## src/rtl/ddr3_traffic_pkg.sv

```systemverilog
// ============================================================================
// Module      : ddr3_traffic_pkg
// Description : Shared pattern-mode, LFSR and run-state definitions for the
//               DDR3 traffic checker.
// Revision    : 1.0 - initial release
// ============================================================================
`default_nettype none

package ddr3_traffic_pkg;

    typedef enum logic [1:0] {
        MODE_INC     = 2'd0,
        MODE_LFSR    = 2'd1,
        MODE_WALK    = 2'd2,
        MODE_CHECKER = 2'd3
    } mode_e;

    localparam logic [31:0] C_LFSR_SEED  = 32'hACE1_0001;
    localparam int          C_LFSR_TAP_A = 32;
    localparam int          C_LFSR_TAP_B = 22;
    localparam int          C_LFSR_TAP_C = 2;
    localparam int          C_LFSR_TAP_D = 1;

    typedef enum logic [2:0] {
        ST_IDLE  = 3'd0,
        ST_WRITE = 3'd1,
        ST_READ  = 3'd2,
        ST_DRAIN = 3'd3,
        ST_DONE  = 3'd4
    } state_e;

    function automatic int full_addr_width(input int bank_w, input int addr_w);
        return bank_w + addr_w;
    endfunction

    // Fibonacci form: taps are 1-based bit positions, new bit enters at bit 0.
    function automatic logic [31:0] lfsr_next(input logic [31:0] s);
        return {s[30:0], s[C_LFSR_TAP_A-1] ^ s[C_LFSR_TAP_B-1] ^
                         s[C_LFSR_TAP_C-1] ^ s[C_LFSR_TAP_D-1]};
    endfunction

endpackage

`default_nettype wire

```

## src/rtl/ddr3_pattern_gen.sv

```systemverilog
// ============================================================================
// Module      : ddr3_pattern_gen
// Description : Indexed data-pattern source; load restarts at word 0, step
//               advances one word. Used for both write and expected streams.
// Revision    : 1.0 - initial release
// ============================================================================
`default_nettype none

module ddr3_pattern_gen
    import ddr3_traffic_pkg::*;
#(
    parameter int DQ_BITWIDTH = 16
) (
    input  logic                   clk,
    input  logic                   resetn,
    input  logic                   load,
    input  logic                   step,
    input  logic [1:0]             mode,
    output logic [DQ_BITWIDTH-1:0] data
);

    localparam int POS_W = (DQ_BITWIDTH > 1) ? $clog2(DQ_BITWIDTH) : 1;

    logic [DQ_BITWIDTH-1:0] idx_q, idx_d;
    logic [31:0]            lfsr_q, lfsr_d;
    logic [POS_W-1:0]       pos_q, pos_d;

    // Walking-one position kept as its own wrap counter so no modulo is needed.
    always_comb begin
        idx_d  = idx_q;
        lfsr_d = lfsr_q;
        pos_d  = pos_q;
        if (load) begin
            idx_d  = '0;
            lfsr_d = C_LFSR_SEED;
            pos_d  = '0;
        end else if (step) begin
            idx_d  = idx_q + 1'b1;
            lfsr_d = lfsr_next(lfsr_q);
            pos_d  = (pos_q == POS_W'(DQ_BITWIDTH-1)) ? '0 : pos_q + 1'b1;
        end
    end

    always_ff @(posedge clk or negedge resetn) begin
        if (!resetn) begin
            idx_q  <= '0;
            lfsr_q <= C_LFSR_SEED;
            pos_q  <= '0;
        end else begin
            idx_q  <= idx_d;
            lfsr_q <= lfsr_d;
            pos_q  <= pos_d;
        end
    end

    always_comb begin
        data = '0;
        case (mode)
            MODE_INC:  data = idx_q;
            MODE_LFSR: data = lfsr_q[DQ_BITWIDTH-1:0];
            MODE_WALK: data[pos_q] = 1'b1;
            default: begin
                for (int b = 0; b < DQ_BITWIDTH; b++) begin
                    data[b] = (b % 2 == 0) ^ idx_q[0];
                end
            end
        endcase
    end

endmodule

`default_nettype wire

```

## config.mk

```make
export PLATFORM = sky130hd
export DESIGN_NAME = ddr3_pattern_gen
export DESIGN_NICKNAME = d
export VERILOG_FILES = /design/src/rtl/ddr3_traffic_pkg.sv /design/src/rtl/ddr3_pattern_gen.sv
export SDC_FILE = /design/constraint.sdc
export NUM_CORES = 1
export LEC_CHECK = 0
export BUFFER_PORTS_ARGS = -buffer_cell sky130_fd_sc_hd__buf_2
export CAP_MARGIN = 20
export CELL_PAD_IN_SITES_DETAIL_PLACEMENT = 1
export CELL_PAD_IN_SITES_GLOBAL_PLACEMENT = 2
export CORE_UTILIZATION = 35
export CTS_BUF_LIST = sky130_fd_sc_hd__clkbuf_16
export CTS_CLUSTER_SIZE = 28
export DETAILED_ROUTE_END_ITERATION = 7
export PLACE_DENSITY_LB_ADDON = 0.12
export SKIP_LAST_GASP = 1
export SLEW_MARGIN = 20
export SYNTH_ARGS = -nofsm -noshare
export SYNTH_HDL_FRONTEND = slang
export SYNTH_SLANG_ARGS = --single-unit
export TNS_END_PERCENT = 5
```

## constraint.sdc

```tcl
create_clock -name clk -period 2.2 [get_ports clk]
set_clock_uncertainty 0.15 [all_clocks]
set_input_delay 0.66 -clock clk [delete_from_list [all_inputs] [get_ports clk]]
set_output_delay 0.66 -clock clk [all_outputs]
set_load 0.005 [all_outputs]
```

==> flow_metrics.py <==
metrics = {
    "floorplan": {
        "initial_core_util": 0.369,
        "ios": 22,
        "core_um2": 7890,
        "die_h_um": 93.2,
        "num_rows": 32,
        "die_area_um2": 8680,
        "die_w_um": 93.2,
    },
    "pwr": {
        "internal_power_uw": 1790,
        "p_leak_uw": 0.00161,
        "seqPwrFrac": 0.439,
        "clockPowerShare": 0.433,
        "p_switching_uw": 548,
        "combPwrFrac": 0.129,
        "ir_drop_mv": 0.577,
        "p_sw_frac": 0.234,
        "p_per_area_nw_per_um2": 664,
    },
    "flow_run": {
        "max_cap_violations": 0,
    },
    "sta": {
        "period_share": 1.13,
        "setup_viol": 16,
        "setup_tns_ps": -3480,
        "rsz0062_at_grt": "yes",
        "tightest_slew_ps": 566,
        "layout_min_cycle_time_ps": 2480,
        "relSlewSlack": 0.623,
        "finalMaxSlewViolations": 0,
        "layout_setup_ws_ps": -276,
        "max_freq_mhz": 404,
        "hold_violations": 0,
    },
    "clock_network": {
        "cts_tree": "yes",
        "clk_latency_ps": 290,
        "cts_made_buffers": 5,
        "root_buffer": "clkbuf_16",
        "htreeDepth": 2,
        "clkTransAtPathRegs_ps": 70,
        "cts_buffer_depth": 2,
        "cts.sink_count": 52,
        "cts_hold_buffers": 0,
    },
    "global_routing": {
        "grt_pass1_wl_mm": 12.2,
        "antenna_found_initial": 0,
        "grt_pass1_vias": 2318,
        "grt_max_degree": 56,
        "overflow": 0,
        "grt_usage": 0.182,
    },
    "synth": {
        "postSynthCellCount": 299,
        "synth-seq-area-share": 0.451,
        "synth_area_um2": 2910,
        "synth_seq_cells": 52,
        "avgSynthCellArea_um2": 9.73,
        "ys_top_cells_by_area": "dfrtp_1 (37%), mux2i_1 (9.3%), dfstp_2 (8.1%)",
        "syn_nets": 310,
        "synth_top_area_share": 0.370,
        "synth_top_area_cell": "dfrtp_1",
        "yosysWarnings": 0,
        "yosys.cell_types.count": 43,
    },
    "setup_path": {
        "arrival_ps": 1670,
        "cp_max_fo": 11,
        "path_class": "in2out",
        "crit_required_ps": 1390,
        "critPathLaunchType": "input pin",
        "worst_setup_path_end_kind": "output port",
    },
    "finish": {
        "layout-drive-gt1-share": 0.255,
        "nNetsFinal": 340,
        "diodes": 0,
        "utilization": 0.446,
        "fillers": 895,
        "fin_area_um2": 3520,
        "area_growth_pct": 21.0,
    },
    "place": {
        "detailed_place_hpwl_mm": 5.09,
        "dpl_cell_area_um2": 3280,
        "gp_congestion": 0.763,
        "io_buffers": 21,
    },
    "drt": {
        "antenna_left": 0,
        "drt-total-wl_mm": 7.11,
        "initialDrtViolationCount": 84,
        "drt_first_pass_iters": 4,
        "wire_per_inst_um": 16.5,
        "avgViaCountPerCell": 5.18,
        "drc": 0,
        "vias": 2236,
    },
    "status": {
        "violations": "setup timing",
        "status": "finished with violations",
    },
    "hold_path": {
        "hold_path_class": "in2async",
    },
}
## layout by cell type (no fill, tap or decap), types with 5 or more instances in the layout
cell type / instances
o21a_1: 5
dfstp_2: 9
o22ai_1: 9
xnor2_1: 10
dfrtp_1: 43
mux2i_1: 27
a21oi_1: 10
nor2b_1: 14
buf_2: 19
nand4_1: 5
buf_4: 22
nand2_1: 19
nor2_1: 50
clkbuf_16: 5
a211o_1: 8
## what timing repair did
action / CTS / global route
setup endpoints to repair: 16 / 16
setup buffers: 0 / 0
pin swaps: 4 / 0
resized for setup: 6 / 6
## layer usage
metal,GRT usage,vias to the layer above,share of wire
li1,-,1103,-
met1,0.269,1108,0.52
met2,0.282,21,0.45
met3,0.0179,4,0.016
met4,0.0500,0,0.011
met5,0,-,0
## stage by stage
step                      hold WS [ps]  power [µW]  instances  worst slack, ps
after global placement             327        1340        424             -339
final                              147        2340        432             -276
after global routing               188        2440        432             -319
after CTS                          153        2370        432             -280
after floorplan                    214        1220        299            -94.6
after detailed placement           331        1340        424             -355
## state kept, by name, indices dropped and copies added (netlist names)
register	count
idx_q	16
lfsr_q	32
pos_q	4
## cell type report
class                      count  area [µm²]  share of cell area
clock buffer                   5         125              0.0355
clock inverter                 3        68.8              0.0195
inverter                       5        18.8             0.00533
multi-input combinational    219        1530               0.433
sequential                    52        1310               0.373
tap                          102         128              0.0362
timing repair buffer          46         343              0.0974
## cells in the mapped netlist (all sizes together)
cell      n
nor2     50
dfrtp    43
mux2i    27
nand2    19
buf      15
nor2b    15
a21oi    14
o22ai    12
xnor2    10
dfstp     9
a211o     8
clkbuf    8
nand4     6
ha        5
inv       5
o21a      5
a31oi     4
nand3     4
nor3      4
nor4      4
xor2      4
a211oi    3
and3      3
mux2      3
o21ai     3
a21o      2
a22oi     2
a2bb2oi   2
and3b     1
and4      1
mux4      1
nand2b    1
nor3b     1
nor4b     1
nor4bb    1
o21bai    1
or3       1
or4       1
## worst max-delay path, cell delays in order
cell	delay, ps
buf_4	130
nand2b_1	170
buf_12	160
o22ai_1	190
a2bb2oi_1	180
nor2_1	50
buf_2	120
## worst paths after layout
path | from | to | slack (ps) | cells after the start
worst max register to register | idx_q[0]$_DFFE_PN0P_ | idx_q[14]$_DFFE_PN0P_ | 240 | 4
worst max-delay path | mode[1] | data[8] | -280 | 7
worst min register to register | lfsr_q[20]$_DFFE_PN0P_ | lfsr_q[21]$_DFFE_PN1P_ | 350 | 1
min in group clk | lfsr_q[20]$_DFFE_PN0P_ | lfsr_q[21]$_DFFE_PN1P_ | 350 | 1
worst min-delay path | resetn | lfsr_q[25]$_DFFE_PN0P_ | 150 | 1
max in group asynchronous | resetn | lfsr_q[31]$_DFFE_PN1P_ | 1150 | 2
## power by group through the flow
stage	Clock, µW	Combinational [µW]	Sequential, µW
2_1_floorplan	0	187	1030
3_3_place_gp	0	297	1040
3_5_place_dp	0	299	1040
4_1_cts	1040	304	1030
5_1_grt	1070	340	1030
6_report	1010	301	1030
## cell families after synthesis
logic type / count (synthesis) / synth area share
xor+xnor: 14 / 0.0421
flops: 52 / 0.451
simple gates: 113 / 0.202
fa+ha+maj: 5 / 0.0215
compound gates: 56 / 0.129
mux: 31 / 0.112
buf+inv: 28 / 0.0426
Power figures use the tool's default switching activity.
